==> src/rtl/stopwatch_ctrl.sv <==
// Stopwatch front end: debounces the three push-buttons, divides clk down to
// the counter tick, and runs the user-mode FSM that drives the counter requests.
//
// state      | meaning
// -----------+-----------------------------------------------------------
// ST_STOPPED | counter halted; reset button clears the count
// ST_RUNNING | counter advancing; display shows live time
// ST_LAP     | counter advancing; display frozen on the lap snapshot
module stopwatch_ctrl #(
  parameter int unsigned DEBOUNCE_CYCLES = 1000000,
  parameter int unsigned TICK_DIV        = 100000000
) (
  input  logic        clk,
  input  logic        reset_n,
  input  logic        btn_start_stop_raw,
  input  logic        btn_lap_raw,
  input  logic        btn_reset_raw,
  input  logic [15:0] time_data,
  output logic        tick,
  output logic        sw_start_stop,
  output logic        sw_reset,
  output logic [15:0] disp_data,
  output logic        running,
  output logic        lap_active
);

  localparam int unsigned DB_W  = $clog2(DEBOUNCE_CYCLES + 1);
  localparam int unsigned DIV_W = $clog2(TICK_DIV + 1);
  localparam logic [DB_W-1:0]  DB_LAST  = DB_W'(DEBOUNCE_CYCLES - 1);
  localparam logic [DIV_W-1:0] DIV_LAST = DIV_W'(TICK_DIV - 1);

  localparam int BTN_SS  = 0;
  localparam int BTN_LAP = 1;
  localparam int BTN_RST = 2;

  typedef enum logic [1:0] {
    ST_STOPPED = 2'd0,
    ST_RUNNING = 2'd1,
    ST_LAP     = 2'd2
  } state_t;

  state_t           state;
  logic [2:0]       btn_raw;
  logic [2:0]       btn_meta;
  logic [2:0]       btn_sync;
  logic [2:0]       btn_deb;
  logic [2:0]       btn_deb_q;
  logic [2:0]       btn_evt;
  logic [DB_W-1:0]  db_cnt [3];
  logic [DIV_W-1:0] div_cnt;
  logic [15:0]      lap_reg;
  logic             pending;
  logic             ev_reset;
  logic             ev_ss;
  logic             ev_lap;

  assign btn_raw = {btn_reset_raw, btn_lap_raw, btn_start_stop_raw};

  // The debounced level only moves after DEBOUNCE_CYCLES consecutive
  // disagreeing samples; any agreeing sample restarts the count.
  always_ff @(posedge clk or negedge reset_n) begin
    if (!reset_n) begin
      btn_meta  <= '0;
      btn_sync  <= '0;
      btn_deb   <= '0;
      btn_deb_q <= '0;
      for (int i = 0; i < 3; i++) db_cnt[i] <= '0;
    end else begin
      btn_meta  <= btn_raw;
      btn_sync  <= btn_meta;
      btn_deb_q <= btn_deb;
      for (int i = 0; i < 3; i++) begin
        if (btn_sync[i] == btn_deb[i]) begin
          db_cnt[i] <= '0;
        end else if (db_cnt[i] == DB_LAST) begin
          btn_deb[i] <= ~btn_deb[i];
          db_cnt[i]  <= '0;
        end else begin
          db_cnt[i] <= db_cnt[i] + DB_W'(1);
        end
      end
    end
  end

  assign btn_evt = btn_deb & ~btn_deb_q;

  always_ff @(posedge clk or negedge reset_n) begin
    if (!reset_n) begin
      div_cnt <= '0;
    end else if (div_cnt == DIV_LAST) begin
      div_cnt <= '0;
    end else begin
      div_cnt <= div_cnt + DIV_W'(1);
    end
  end

  assign tick = (div_cnt == DIV_LAST);

  // A counter request in flight blocks further start/stop and reset so the
  // counter never sees two requests within one tick period.
  assign pending  = sw_start_stop | sw_reset;
  assign ev_reset = btn_evt[BTN_RST] & ~pending;
  assign ev_ss    = btn_evt[BTN_SS] & ~pending;
  assign ev_lap   = btn_evt[BTN_LAP];

  always_ff @(posedge clk or negedge reset_n) begin
    if (!reset_n) begin
      state         <= ST_STOPPED;
      sw_start_stop <= 1'b0;
      sw_reset      <= 1'b0;
      lap_reg       <= '0;
      running       <= 1'b0;
      lap_active    <= 1'b0;
    end else begin
      if (tick) begin
        sw_start_stop <= 1'b0;
        sw_reset      <= 1'b0;
      end
      case (state)
        ST_STOPPED: begin
          if (ev_reset) begin
            sw_reset <= 1'b1;
            lap_reg  <= '0;
          end else if (ev_ss) begin
            state         <= ST_RUNNING;
            sw_start_stop <= 1'b1;
            running       <= 1'b1;
          end
        end
        ST_RUNNING: begin
          // Reset wins arbitration even though it has no effect here.
          if (!ev_reset) begin
            if (ev_ss) begin
              state         <= ST_STOPPED;
              sw_start_stop <= 1'b1;
              running       <= 1'b0;
            end else if (ev_lap) begin
              state      <= ST_LAP;
              lap_reg    <= time_data;
              lap_active <= 1'b1;
            end
          end
        end
        ST_LAP: begin
          if (!ev_reset) begin
            if (ev_ss) begin
              state         <= ST_STOPPED;
              sw_start_stop <= 1'b1;
              running       <= 1'b0;
              lap_active    <= 1'b0;
            end else if (ev_lap) begin
              state      <= ST_RUNNING;
              lap_active <= 1'b0;
            end
          end
        end
        default: begin
          state      <= ST_STOPPED;
          running    <= 1'b0;
          lap_active <= 1'b0;
        end
      endcase
    end
  end

  assign disp_data = lap_active ? lap_reg : time_data;

endmodule

==> config.mk <==
export PLATFORM = sky130hd
export DESIGN_NAME = stopwatch_ctrl
export DESIGN_NICKNAME = d
export VERILOG_FILES = /design/src/rtl/stopwatch_ctrl.sv
export SDC_FILE = /design/constraint.sdc
export NUM_CORES = 1
export LEC_CHECK = 0
export BUFFER_PORTS_ARGS = -buffer_cell sky130_fd_sc_hd__buf_2
export CAP_MARGIN = 20
export CORE_MARGIN = 10
export CORE_UTILIZATION = 65
export DETAILED_ROUTE_END_ITERATION = 8
export PLACE_DENSITY = 0.9
export SLEW_MARGIN = 10
export SYNTH_ARGS = -nofsm -noshare
export SYNTH_HDL_FRONTEND = slang
export SYNTH_SLANG_ARGS = --single-unit
==> constraint.sdc <==
create_clock -name clk -period 4 [get_ports clk]
set_input_delay 0.4 -clock clk [delete_from_list [all_inputs] [get_ports clk]]
set_output_delay 0.4 -clock clk [all_outputs]
set_load 0.01 [all_outputs]
==> impl_metrics.toml <==
[run_status]
status = "finished with violations"
violations = "negative hold slack"

[yosys]
synthCells = 599
synth.area.mux_share = 0.0656
synthSimpleGateAreaFrac = 0.247
yosys_warnings = 0
synth_top_family_by_area = "simple AND/OR/NAND/NOR gates"
synth_compound_area_frac = 0.0616
synth_seq_cells = 121
seq_area_frac_synth = 0.501
synth_cell_types = 48
synth_edf_count = 0
synth_xor_xnor_area_share = 0.0840
synthesis.area_um2 = 6050
syn_area_per_cell_um2 = 10.1
ys.flop_type = "dfrtp_1"
synthAdderAreaFrac = 0.0165
syn-num-nets = 628
async_reset_ff_frac = 1.00

[global_routing]
antenna_found_initial = 0
grt_max_degree = 67
overflow = 0
grt_pass1_wl_um = 23000
grt_use_total = 0.211
grt_pass1_vias = 4812

[drt]
firstDrtPassIters = 5
ant_nets = 0
first_iter_violations = 407
drt-total-wl_um = 13600
remaining_drc_errors = 0
drt-vias-per-instance = 6.14
wl_per_cell_um = 17.6
vias = 4749

[clock_tree]
clk_pin_slew_ns = 0.06
clk_latency_ns = 0.51
cts-resized-gates = 0
numCtsBuffers = 17
htree_levels = 4
clockRootBuffer = "clkbuf_8"
clock-sinks = 121
clockBufferDepth = 2
tritoncts = "done"

[critical_path]
start_kind = "flip-flop"
critical_path.max_fanout = 6
required_ns = 3.60
cp_data_arrival_time_ns = 2.04
endpoint_kind = "output port"
worstSetupPathType = "reg -> out"

[sta]
slew_headroom = 0.447
finClkSkew_ns = 0.00675
fin_crit_ns = 2.44
hold_violations = 10
report.final.setup_viol = 0
clock.fmax_mhz = 410
tns_ns = 0
hold_ws_ns = -0.0211
period_share = 0.610
rsz0062_at_grt = "no"
tightest_slew_ns = 0.830
slew_viol_final = 0

[layout]
nNetsFinal = 678
area_growth_pct = 15.2
largest_reg_flops = 60
fill_cells = 582
drive_gt1_frac = 0.175
finalInstanceArea_um2 = 6970
insertedDiodeCount = 0

[pwr]
leakagePower_nw = 2.92
p_per_area_nw_per_um2 = 401
ir_drop_v = 0.000411

[min_path]
min_path_type = "in -> async"

[floorplanning]
num_io_pins = 42
rows = 35
die_h_um = 116
die-area_um2 = 13600
fp.dieW_um = 116
fp.coreArea_um2 = 9150
start_util = 0.661

[job]
cap_violations = 0

[place]
place_area_um2 = 6370
dp_hpwl_um = 8950
io_buffers = 41
gp_congestion = 0.877
## path summary, 6_finish.rpt
kind | startpoint | to | slack, ns | cells past startpoint
worst min-delay path | reset_n | lap_reg[4]$_DFFE_PN0P_ | -0.02 | 1
max in group asynchronous | reset_n | db_cnt[32]$_DFF_PN0_ | 3.12 | 2
min in group clk | time_data[2] | lap_reg[2]$_DFFE_PN0P_ | 0.15 | 3
worst max register to register | state[1]$_DFFE_PN0P_ | lap_reg[0]$_DFFE_PN0P_ | 1.76 | 6
worst max-delay path | div_cnt[16]$_DFF_PN0_ | tick | 1.56 | 4
worst min register to register | btn_meta[2]$_DFF_PN0_ | btn_sync[2]$_DFF_PN0_ | 0.35 | 0
## cell families (layout without fill, tap and decap cells)
kind of cell	count (synthesis)	count (layout)
fa+ha+maj	8	8
simple gates	277	277
buf+inv	36	99
compound gates	62	62
mux	37	37
xor+xnor	58	58
flops	121	121
## layout make-up
cell class,instances,area [um^2],share of cell area
multi-input combinational,442,2890,0.414
inverter,17,63.8,0.00916
timing repair buffer,50,283,0.0406
clock buffer,18,418,0.0600
clock inverter,14,150,0.0216
sequential,121,3030,0.435
tap,111,139,0.0199
## what timing repair did
item,4_1_cts,5_1_grt
buffers inserted,0,0
hold endpoints to repair,3,0
hold buffers,3,0
## synth_stat cells (16+ instances only)
| library cell | n | share of area |
|---|---|---|
| nor2_1 | 58 | 0.036 |
| nand4_1 | 17 | 0.018 |
| inv_1 | 16 | 0.0099 |
| or3_1 | 17 | 0.018 |
| dfrtp_1 | 121 | 0.50 |
| nand2_1 | 63 | 0.039 |
| xor2_1 | 25 | 0.036 |
| mux2_2 | 21 | 0.039 |
| nand3_1 | 36 | 0.030 |
| xnor2_1 | 33 | 0.048 |
| a21oi_1 | 25 | 0.021 |
| o21ai_0 | 20 | 0.017 |
| mux2i_1 | 16 | 0.026 |
## critical path, stage by stage (launching register included)
cell	delay, ns
dfrtp_1	0.44
inv_2	0.06
or4_1	0.61
nor4_4	0.25
buf_2	0.18
## power breakdown
part           internal [mW]  total (mW)  leakage, nW  switching (mW)
logic                 0.0321      0.0894         1.08          0.0573
clock network          0.889        1.46        0.272           0.569
registers               1.24        1.25         1.57          0.0110
## layer usage
| layer | share of wire | global-route usage |
|---|---|---|
| met5 | 0 | 0 |
| met4 | 0.016 | 0.0792 |
| met3 | 0.050 | 0.0431 |
| met2 | 0.51 | 0.364 |
| met1 | 0.42 | 0.255 |
## stage by stage
step	utilization	setup slack (ns)	power [mW]	instances	hold slack (ns)
CTS	0.761	1.54	2.81	773	0.0156
global route	0.761	1.42	2.89	773	0.0320
global placement	0.696	1.98	1.35	738	0.335
finish	0.761	1.56	2.79	773	-0.0211
floorplan	-	1.95	1.30	599	0.104
detailed placement	0.696	1.87	1.36	738	0.340
## layout by cell type, fill, tap and decap left out, types with 17 or more instances in the layout
master,n
o21ai_0,20
mux2_2,21
dfrtp_1,121
nand2_1,63
nor2_1,58
a21oi_1,25
nand3_1,36
or3_1,17
xor2_1,25
nand4_1,17
buf_2,40
xnor2_1,33
Power figures use the tool's default switching activity.
